===== src/rtl/uart_rx_fsm.sv =====
// Frame-level controller for the UART receiver.
// Tracks start/data/parity/stop bit boundaries from an external edge/bit counter
// and strobes the sampler, deserializer and checkers. It holds no data itself.
// Optional build macro UART_RX_ERR_STATUS_EN adds registered par_err_o/frame_err_o
// pulses for frames that fail the stop check.
module uart_rx_fsm #(
    parameter int unsigned DATA_WIDTH = 8,
    parameter int unsigned PRESCALE_W = 6
) (
    input  logic                  clk,
    input  logic                  rst,
    input  logic                  rx_in,
    input  logic                  PAR_EN,
    input  logic [PRESCALE_W-1:0] Prescale,
    input  logic [4:0]            edge_cnt,
    input  logic [3:0]            bit_cnt,
    input  logic                  strt_glitch,
    input  logic                  par_err,
    input  logic                  stp_err,
    output logic                  cnt_en,
    output logic                  dat_samp_en,
    output logic                  deser_en,
    output logic                  strt_chk_en,
    output logic                  par_chk_en,
    output logic                  stp_chk_en,
    output logic                  data_valid,
    output logic                  busy
`ifdef UART_RX_ERR_STATUS_EN
    ,
    output logic                  par_err_o,
    output logic                  frame_err_o
`endif
);

    // Common width for comparing the 5-bit edge counter against Prescale-1
    localparam int unsigned CMP_W = (PRESCALE_W > 5) ? PRESCALE_W : 5;

    typedef enum logic [2:0] {
        IDLE   = 3'd0,
        START  = 3'd1,
        DATA   = 3'd2,
        PARITY = 3'd3,
        STOP   = 3'd4,
        VALID  = 3'd5
    } state_e;

    state_e             state_q, state_d;
    logic               par_en_q, par_en_d;
    logic               par_err_q, par_err_d;
    logic               prescale_ok_c;
    logic               counting_c;
    logic               last_edge_c;
    logic [CMP_W-1:0]   prescale_m1_c;
`ifdef UART_RX_ERR_STATUS_EN
    logic               par_err_o_q, par_err_o_d;
    logic               frame_err_o_q, frame_err_o_d;
`endif

    // Frame state, latched parity mode and latched parity result
    always_ff @(posedge clk or negedge rst) begin
        if (!rst) begin
            state_q   <= IDLE;
            par_en_q  <= 1'b0;
            par_err_q <= 1'b0;
        end else begin
            state_q   <= state_d;
            par_en_q  <= par_en_d;
            par_err_q <= par_err_d;
        end
    end

`ifdef UART_RX_ERR_STATUS_EN
    // Error status pulses, one cycle after the failing stop check
    always_ff @(posedge clk or negedge rst) begin
        if (!rst) begin
            par_err_o_q   <= 1'b0;
            frame_err_o_q <= 1'b0;
        end else begin
            par_err_o_q   <= par_err_o_d;
            frame_err_o_q <= frame_err_o_d;
        end
    end

    assign par_err_o   = par_err_o_q;
    assign frame_err_o = frame_err_o_q;
`endif

    // Next-state and state-decoded outputs; strobes are last_edge qualified by state
    always_comb begin
        state_d       = state_q;
        par_en_d      = par_en_q;
        par_err_d     = par_err_q;
        cnt_en        = 1'b0;
        dat_samp_en   = 1'b0;
        deser_en      = 1'b0;
        strt_chk_en   = 1'b0;
        par_chk_en    = 1'b0;
        stp_chk_en    = 1'b0;
        data_valid    = 1'b0;
        busy          = 1'b0;
`ifdef UART_RX_ERR_STATUS_EN
        par_err_o_d   = 1'b0;
        frame_err_o_d = 1'b0;
`endif

        prescale_ok_c = (Prescale == PRESCALE_W'(4))  ||
                        (Prescale == PRESCALE_W'(8))  ||
                        (Prescale == PRESCALE_W'(16)) ||
                        (Prescale == PRESCALE_W'(32));
        prescale_m1_c = CMP_W'(Prescale) - CMP_W'(1);
        counting_c    = (state_q == START) || (state_q == DATA) ||
                        (state_q == PARITY) || (state_q == STOP);
        last_edge_c   = counting_c && (CMP_W'(edge_cnt) == prescale_m1_c);

        cnt_en        = counting_c;
        dat_samp_en   = counting_c;
        busy          = (state_q != IDLE);

        case (state_q)
            IDLE: begin
                // An illegal Prescale keeps the receiver deaf to the line
                if (!rx_in && prescale_ok_c) begin
                    state_d   = START;
                    par_en_d  = PAR_EN;
                    par_err_d = 1'b0;
                end
            end
            START: begin
                strt_chk_en = last_edge_c;
                if (last_edge_c) begin
                    state_d = strt_glitch ? IDLE : DATA;
                end
            end
            DATA: begin
                deser_en = last_edge_c;
                if (last_edge_c && (bit_cnt == 4'(DATA_WIDTH))) begin
                    state_d = par_en_q ? PARITY : STOP;
                end
            end
            PARITY: begin
                par_chk_en = last_edge_c;
                if (last_edge_c) begin
                    par_err_d = par_err;
                    state_d   = STOP;
                end
            end
            STOP: begin
                stp_chk_en = last_edge_c;
                if (last_edge_c) begin
                    if (stp_err || par_err_q) begin
                        state_d = IDLE;
`ifdef UART_RX_ERR_STATUS_EN
                        par_err_o_d   = par_err_q;
                        frame_err_o_d = stp_err;
`endif
                    end else begin
                        state_d = VALID;
                    end
                end
            end
            VALID: begin
                data_valid = 1'b1;
                state_d    = IDLE;
            end
            default: begin
                state_d = IDLE;
            end
        endcase
    end

endmodule


===== config.mk =====
export PLATFORM = sky130hd
export DESIGN_NAME = uart_rx_fsm
export DESIGN_NICKNAME = d
export VERILOG_FILES = /design/src/rtl/uart_rx_fsm.sv
export SDC_FILE = /design/constraint.sdc
export NUM_CORES = 1
export LEC_CHECK = 0
export BUFFER_PORTS_ARGS = -buffer_cell sky130_fd_sc_hd__buf_4
export CORE_MARGIN = 4
export CORE_UTILIZATION = 35
export DETAILED_ROUTE_END_ITERATION = 10
export PLACE_DENSITY = 0.7
export REMOVE_ABC_BUFFERS = 1
export SKIP_LAST_GASP = 1
export SYNTH_ARGS = -nofsm -noshare
export SYNTH_HDL_FRONTEND = slang
export SYNTH_SLANG_ARGS = --single-unit

===== constraint.sdc =====
create_clock -name clk -period 2.4 [get_ports clk]
set_clock_uncertainty 0.15 [all_clocks]
set_input_delay 0 -clock clk [delete_from_list [all_inputs] [get_ports clk]]
set_output_delay 0 -clock clk [all_outputs]
set_load 0.01 [all_outputs]

=== After elaboration in Yosys (flattened, before gate mapping) ===
Index checks and enable logic that the tools add are counted.
Widths: inputs -> output; s select.

* Register bits: 5
* Output and inout bits: 8

* Add/sub/neg operators: 1
* Equality and inequality tests: 16
* Multiplexer cells: 17
* Reductions and logical operators: 17

{| class="wikitable"
|+ Operators with widths
! kind !! count
|-
| $mux 3 || 7
|-
| $pmux 3 s5 || 1
|-
| $ne 2x2->1 const B || 4
|-
| $logic_or 1x1->1 || 7
|-
| $mux 1 || 7
|-
| $eq 3x2->1 const B || 2
|-
| $eq 3x3->1 const B || 2
|-
| $eq 5x6->1 || 1
|-
| $eq 6x3->1 const B || 1
|-
| $eq 6x4->1 const B || 1
|-
| $eq 6x5->1 const B || 1
|-
| $eq 6x6->1 const B || 1
|-
| $sub 6x1->6 const B || 1
|-
| $reduce_and 5->1 || 1
|-
| $eq 4x4->1 const B || 1
|-
| $eq 3x1->1 const B || 1
|-
| $logic_and 1x1->1 || 3
|-
| $logic_not 3->1 || 1
|-
| $reduce_and 3->1 || 1
|-
| $reduce_bool 3->1 || 1
|-
| $mux 2 || 1
|-
| $ne 2x1->1 const B || 1
|-
| $pmux 1 s2 || 1
|-
| $reduce_and 2->1 || 1
|-
| 2 further kinds || 2
|}

=== Logic depth before layout (Yosys ltp) ===
Gate-level depths: netlist of run 1.

* Word-level depth: 8
* Depth in mapped cells: 7
* Gate-level depth less buffers: 7

=== Worst setup path after synthesis of run 1 ===
OpenSTA, ideal clock, no wires.

* Kind: register to register
* Start: reg state_q[1]
* End: reg state_q[0]
* Setup time: 0.111 ns
* Arrival: 1.757 ns
* Required time: 2.139 ns
* Slack: 0.382 ns
* Stages on the path, launching flop included: 7
* Period minus slack after synthesis: 2.018 ns
* Path through: dfrtp_1 > buf_4 > or3_2 > nand4_1 > nor4b_4 > and2_2 > a2111oi_2

* Longest elaborated chain between the ends: 8
* Elaborated cells between the ends (all ways): 17

{| class="wikitable"
|+ RTL lines
! what !! RTL line !! RTL
|-
| start: declaration || 47 || <nowiki>state_e state_q, state_d;</nowiki>
|-
| start signal: assignment || 66 || <nowiki>state_q <= state_d;</nowiki>
|-
| $eq 3x1->1 / $eq 3x2->1 (equally long branches) || 111, 119 ||
|-
| $logic_or 1x1->1 (2 in series) || 111 || <nowiki>counting_c = (state_q == START) || (state_q == DATA) ||</nowiki>
|-
| $logic_or 1x1->1 || 112 || <nowiki>(state_q == PARITY) || (state_q == STOP);</nowiki>
|-
| $logic_and 1x1->1 || 113 || <nowiki>last_edge_c = counting_c && (CMP_W'(edge_cnt) == prescale_m1_c);</nowiki>
|-
| $logic_and 1x1->1 || 136 || <nowiki>if (last_edge_c && (bit_cnt == 4'(DATA_WIDTH))) begin</nowiki>
|-
| $ne 2x1->1 (no source line) || - ||
|-
| $reduce_and 5->1 (no source line) || - ||
|}

Parallel ways exist; a longest one is shown, timed or not.
A chain may end at the register's enable or synchronous reset.

=== Worst setup path in the final report of run 1 ===
* Start: reg state_q[1]
* End: out deser_en

* Longest elaborated chain between the ends: 6
* Elaborated cells between the ends (all ways): 9

{| class="wikitable"
|+ RTL lines
! what !! RTL line !! RTL
|-
| $eq 3x1->1 / $eq 3x2->1 (equally long branches) || 111, 119 ||
|-
| $logic_or 1x1->1 (2 in series) || 111 ||
|-
| $logic_or 1x1->1 || 112 ||
|-
| $logic_and 1x1->1 || 113 ||
|-
| $mux 1 (*) || 119 || <nowiki>case (state_q)</nowiki>
|-
| end: declaration || 22 || <nowiki>output logic deser_en,</nowiki>
|}

Every way passes the cells marked *; elsewhere a longest branch is shown, timed or not.

==> results.sh, run 1 <==
export IMPL_syn_inst=77
export IMPL_synth_seq_area_share_pct=19.3
export IMPL_async_reset_ff_share_pct=100
export IMPL_setup_violations=0
export IMPL_dp_cells=128
export IMPL_cts_resized=0
export IMPL_grt_overflow_total=0
export IMPL_rr_startpoint="state_q[1]$_DFFE_PN0P_"
export IMPL_synth_area_leaders="dfrtp_1 (19%), xnor2_1 (5.4%), buf_4 (4.6%)"
export IMPL_wl_per_cell_um=12.4
export IMPL_synthTopCellsByCount="inv_1 (6), dfrtp_1 (5), nor2_1 (5)"
export IMPL_finalWeightedCongestion=0.817
export IMPL_syn_to_final_growth_pct=44.6
export IMPL_grtUsageTotal_pct=13.9
export IMPL_yosysTopAreaCell="dfrtp_1"
export IMPL_crit_type="reg -> out"
export IMPL_tns_ns=0
export IMPL_initialDrtViolationCount=21
export IMPL_drive_gt1_share_pct=44.1
export IMPL_grt_pass1_vias=637
export IMPL_core_um2=1750
export IMPL_fmax_ghz=0.452
export IMPL_r2r_cells=5
export IMPL_setup_ws_ns=0.188
export IMPL_cp_arrival_ns=2.06
export IMPL_p_per_area_nw_per_um2=522
export IMPL_final_cells=136
export IMPL_cts_tree="built"
export IMPL_fin_crit_sh_pct=92.2
export IMPL_avgSynthCellArea_um2=8.42
export IMPL_grt_pass1_wl_mm=2.75
export IMPL_min_path_cells=3
export IMPL_antenna_left=0
export IMPL_wl_mm=1.69
export IMPL_cts_buffers=3
export IMPL_critical_path_required_ns=2.25
export IMPL_synth_distinct_cells=42
export IMPL_min_from="strt_glitch"
export IMPL_cts_max_path_buffers=2
export IMPL_multi_input_area_um2=459
export IMPL_drc_errors=0
export IMPL_crit_fanout=10
export IMPL_n_fill_cell=179
export IMPL_timing_slew_headroom_pct=64.3
export IMPL_cp_start_kind="register"
export IMPL_start_util_pct=37.1
export IMPL_yosysMostFrequentCell="inv_1"
export IMPL_hp_class="in -> reg"
export IMPL_fin_nets=135
export IMPL_hold_ws_ns=0.0205
export IMPL_critPathCaptureType="primary output"
export IMPL_p_leak_nw=0.429
export IMPL_die_area_um2=2600
export IMPL_htreeDepth=1
export IMPL_dp_slack_ns=0.352
export IMPL_die_x_um=51.0
export IMPL_io_buffer_count=29
export IMPL_power_mw=0.489
export IMPL_synth_edff_count=0
export IMPL_fp_dieH_um=51.0
export IMPL_routed_via_density=5.19
export IMPL_synth_ff_type="dfrtp_1"
export IMPL_synthesis_area_um2=648
export IMPL_rsz0062_at_grt="no"
export IMPL_cts_setup_buffers=0
export IMPL_numClockSinks=5
export IMPL_routed_wl_met2_um=796
export IMPL_num_vias=706
export IMPL_r2r_slack_ns=0.35
export IMPL_dp_hpwl_mm=1.36
export IMPL_outcome="finished, final reports clean"
export IMPL_final_max_slew_viol_count=0
export IMPL_wl_met3_um=109
export IMPL_io_pins=30
export IMPL_hold_viol_final=0
export IMPL_ys_seq_elements=5
export IMPL_dr_max_layer_used="met4"
export IMPL_placed_cell_area_um2=871
export IMPL_fin_area_um2=937
export IMPL_diodes=0
export IMPL_ys_warn_count=0
export IMPL_root_buffer="clkbuf_4"
export IMPL_min_to="state_q[1]$_DFFE_PN0P_"
export IMPL_fin_crit_ns=2.21
export IMPL_clk_latency_ns=0.25
export IMPL_antenna_found_initial=0
export IMPL_vdd_drop_max_mv=0.350
export IMPL_postLayoutCoreUtil_pct=53.7
export IMPL_dr_pass1_iters=4
export IMPL_fp_row_count=15
export IMPL_worst_slew_pin_slew_ns=0.531
export IMPL_r2r_end="state_q[0]$_DFFE_PN0P_"
export IMPL_drv_cap=0
export IMPL_path_clk_slew_ns=0.05
export IMPL_regArea_um2=125
export IMPL_met1Wirelength_um=743
export IMPL_grt_start_max_net_pins=11
export IMPL_synthDominantCellAreaShare_pct=19.3
## registers in the layout, summed over array words and instances, names as in the netlist
signal,count
par_en_q,1
par_err_q,1
state_q,3
## cell type report
class	instances	share of cell area [%]
Clock buffer	4	2.80
Tap cell	25	3.34
Sequential cell	5	13.4
Inverter	6	2.40
Multi-Input combinational cell	61	49.0
Timing Repair Buffer	35	29.1
## layout by cell type (no fill, tap or decap), types with 2 or more instances in the layout
cell	netlist	layout
nand4_1	4	4
inv_1	6	6
dlygate4sd3_1	0	4
buf_4	4	31
dfrtp_1	5	5
o211ai_1	2	2
nand2_1	3	3
clkbuf_4	0	3
nor2_1	5	5
xor2_1	3	3
a31oi_1	2	2
nor3_1	4	4
nand2b_1	2	2
o21ai_0	2	2
xnor2_1	4	4
a21oi_1	2	2
nor3b_1	2	2
## where the power goes
part	switching, mW	internal [mW]
registers	0.0226	0.105
clock network	0.0382	0.0631
logic	0.125	0.136
## cells by family after synthesis
logic type / count (synthesis) / synth area share, %
and+or+nand+nor: 32 / 34.2
AOI/OAI and AO/OA: 19 / 22.0
buffers and inverters: 11 / 9.85
xor gates and xnor gates: 7 / 9.46
DFF: 5 / 19.3
muxes: 2 / 3.28
adders and majority gates: 1 / 1.93
## worst max-delay path by stage
stage,start,to,cells after the start,slack (ns)
2_1_floorplan,state_q[0]$_DFFE_PN0P_,state_q[0]$_DFFE_PN0P_,5,0.41
3_3_place_gp,state_q[1]$_DFFE_PN0P_,state_q[0]$_DFFE_PN0P_,5,0.41
3_5_place_dp,state_q[1]$_DFFE_PN0P_,state_q[1]$_DFFE_PN0P_,5,0.35
4_1_cts,state_q[1]$_DFFE_PN0P_,deser_en,6,0.10
5_1_grt,state_q[1]$_DFFE_PN0P_,deser_en,6,0.02
6_report,state_q[1]$_DFFE_PN0P_,deser_en,6,0.19
## layer usage
metal	global-route usage, %	vias up
met3	1.75	5
li1	-	353
met5	0	-
met1	18.1	319
met4	8.07	0
met2	21.7	29
## what timing repair did
action | in CTS | in global routing
hold buffers | 4 | 0
hold endpoints to repair | 7 | 0
endpoints found under the setup margin | 0 | 2
## worst max-delay path, cell delays in order (launching register included)
cell and delay (ns):
dfrtp_1 0.47, o21ai_0 0.24, nand4_1 0.18, nor4b_4 0.39, nand2_1 0.16, nor3_1 0.22, buf_4 0.15
(Power assumes the default switching activity.)
==> inputs of run 2 (changes only) <==
--- a/config.mk
+++ b/config.mk
@@ -5,6 +5,7 @@
 export SDC_FILE = /design/constraint.sdc
 export NUM_CORES = 1
 export LEC_CHECK = 0
+export ABC_AREA = 1
 export BUFFER_PORTS_ARGS = -buffer_cell sky130_fd_sc_hd__buf_4
 export CORE_MARGIN = 4
 export CORE_UTILIZATION = 35
==> run 2 against run 1 <==
Setup slack better by 0.46 ns. Fmax up 26%. Wire length down 4.4%. Highest routed layer is now met3. Sequential power up 13%. Total power up 28%. Design area up 4.4%. Sequential cell count unchanged.
==> results.sh, run 2 <==
export IMPL_num_vias=777
export IMPL_cp_start_kind="register"
export IMPL_worst_slew_pin_slew_ns=0.402
export IMPL_initialDrtViolationCount=9
export IMPL_synthDominantCellAreaShare_pct=24.4
export IMPL_power_mw=0.626
export IMPL_syn_inst=118
export IMPL_slowest_delay_ns=0.42
export IMPL_drive_gt1_share_pct=28.4
export IMPL_finalWeightedCongestion=0.880
export IMPL_reg_largest_list="state_q (3), par_en_q (1), par_err_q (1)"
export IMPL_hold_viol_final=0
export IMPL_ys_seq_elements=5
export IMPL_hold_ws_ns=0.0356
export IMPL_dr_pass1_iters=5
export IMPL_rsz0062_at_grt="no"
export IMPL_core_um2=1760
export IMPL_timing_slew_headroom_pct=73.0
export IMPL_die_area_um2=2650
export IMPL_hp_class="in -> reg"
export IMPL_grt_pass1_wl_mm=2.69
export IMPL_tns_ns=0
export IMPL_crit_path_start="state_q[1]$_DFFE_PN0P_"
export IMPL_wl_per_cell_um=8.98
export IMPL_cts_max_path_buffers=2
export IMPL_antenna_left=0
export IMPL_path_clk_slew_ns=0.04
export IMPL_cts_resized=0
export IMPL_async_reset_ff_share_pct=100
export IMPL_yosysMostFrequentCell="nand2_1"
export IMPL_synth_seq_area_share_pct=18.9
export IMPL_drc_errors=0
export IMPL_numClockSinks=5
export IMPL_synth_distinct_cells=22
export IMPL_cts_buffers=3
export IMPL_largest_reg_flops=3
export IMPL_syn_to_final_growth_pct=48.1
export IMPL_cts_hold_buf=5
export IMPL_p_per_area_nw_per_um2=640
export IMPL_fp_dieH_um=51.4
export IMPL_slowest_stage="dfrtp_1"
export IMPL_synthesis_area_um2=661
export IMPL_routed_via_density=4.32
export IMPL_critPathCaptureType="primary output"
export IMPL_cts_tree="built"
export IMPL_p_leak_nw=0.561
export IMPL_diodes=0
export IMPL_synth_ff_type="dfrtp_1"
export IMPL_min_path_cells=6
export IMPL_placed_cell_area_um2=902
export IMPL_grtUsageTotal_pct=13.1
export IMPL_wl_mm=1.62
export IMPL_ys_warn_count=0
export IMPL_outcome="finished, final reports clean"
export IMPL_fin_crit_ns=1.75
export IMPL_mostFrequentLayoutCell="nand2_1"
export IMPL_top_register="state_q"
export IMPL_grt_pass1_vias=677
export IMPL_crit_path_frequent_cell="nor2_1"
export IMPL_crit_type="reg -> out"
export IMPL_avgSynthCellArea_um2=5.60
export IMPL_n_fill_cell=188
export IMPL_cts_setup_buffers=0
export IMPL_grt_start_max_net_pins=8
export IMPL_die_x_um=51.4
export IMPL_clk_latency_ns=0.24
export IMPL_root_buffer="clkbuf_4"
export IMPL_dp_hpwl_mm=1.41
export IMPL_crit_fanout=7
export IMPL_yosysTopAreaCell="nand2_1"
export IMPL_drv_cap=0
export IMPL_synthTopCellsByCount="nand2_1 (43), inv_1 (20), nor2_1 (13), nand3_1 (10), dfrtp_1 (5)"
export IMPL_r2r_end="state_q[1]$_DFFE_PN0P_"
export IMPL_worstSetupEndpoint="par_chk_en"
export IMPL_fin_nets=179
export IMPL_r2r_slack_ns=0.67
export IMPL_fin_area_um2=978
export IMPL_r2r_cells=10
export IMPL_final_max_slew_viol_count=0
export IMPL_fp_row_count=15
export IMPL_fin_crit_sh_pct=73.1
export IMPL_postLayoutCoreUtil_pct=55.5
export IMPL_synth_edff_count=0
export IMPL_io_buffer_count=29
export IMPL_critical_path_required_ns=2.25
export IMPL_rr_startpoint="state_q[1]$_DFFE_PN0P_"
export IMPL_path_cells="nor2_1, nand2_1, nand2_2, nand3_2, nor2_4, nand2_4, nor2_1, buf_4"
export IMPL_synth_area_leaders="nand2_1 (24%), dfrtp_1 (19%), inv_1 (11%)"
export IMPL_io_pins=30
export IMPL_antenna_found_initial=0
export IMPL_start_util_pct=37.4
export IMPL_final_cell_mix="nand2_1 (43), buf_4 (29), inv_1 (20)"
export IMPL_fmax_ghz=0.570
export IMPL_grt_overflow_total=0
export IMPL_htreeDepth=1
export IMPL_cp_arrival_ns=1.60
export IMPL_setup_violations=0
export IMPL_vdd_drop_max_mv=0.336
[run 2: critical path: cells and delay by family (launching register included)]
kind	cells	cell delay (ns)
and+or+nand+nor	7	0.82
buffers and inverters	1	0.13
DFF	1	0.42
[run 2: how the worst min path moves through the flow]
stage,start,end
3_5_place_dp,rst,state_q[0]$_DFFE_PN0P_
6_report,stp_err,state_q[0]$_DFFE_PN0P_
5_1_grt,stp_err,state_q[0]$_DFFE_PN0P_
4_1_cts,stp_err,state_q[0]$_DFFE_PN0P_
3_3_place_gp,rst,state_q[0]$_DFFE_PN0P_
2_1_floorplan,rst,par_en_q$_DFFE_PN0P_
[run 2: power by group]
group	internal [mW]	total [mW]	switching (mW)
Clock	0.0627	0.0940	0.0313
Sequential	0.115	0.144	0.0299
Combinational	0.166	0.388	0.222
[run 2: kinds of logic after synthesis]
logic type      synth area share, %
compound gates                 7.39
flops                          18.9
fa+ha+maj                      1.89
simple gates                   56.4
mux                            1.70
buf+inv                        13.6
[run 2: per-stage QoR]
step	cells	setup slack [ns]
6_report	180	0.646
5_1_grt	180	0.500
3_5_place_dp	171	0.680
3_3_place_gp	171	0.731
4_1_cts	180	0.637
2_1_floorplan	117	0.736
[run 2: metal layers]
layer	global-route usage (%)	part of all wire, %	vias to the layer above
met4	1.31	0	0
met2	22.5	49	22
li1	-	-	437
met5	0	0	-
met3	4.08	5.7	0
met1	16.4	46	318
[run 2: cell type report]
cell class / count / area [um^2] / share of cell area, %
flip-flops and latches: 5 / 125 / 12.8
well taps: 25 / 31.3 / 3.20
multi-input cells: 90 / 445 / 45.5
repair buffers: 34 / 268 / 27.4
inverters: 22 / 82.6 / 8.44
clock buffers: 4 / 26.3 / 2.69
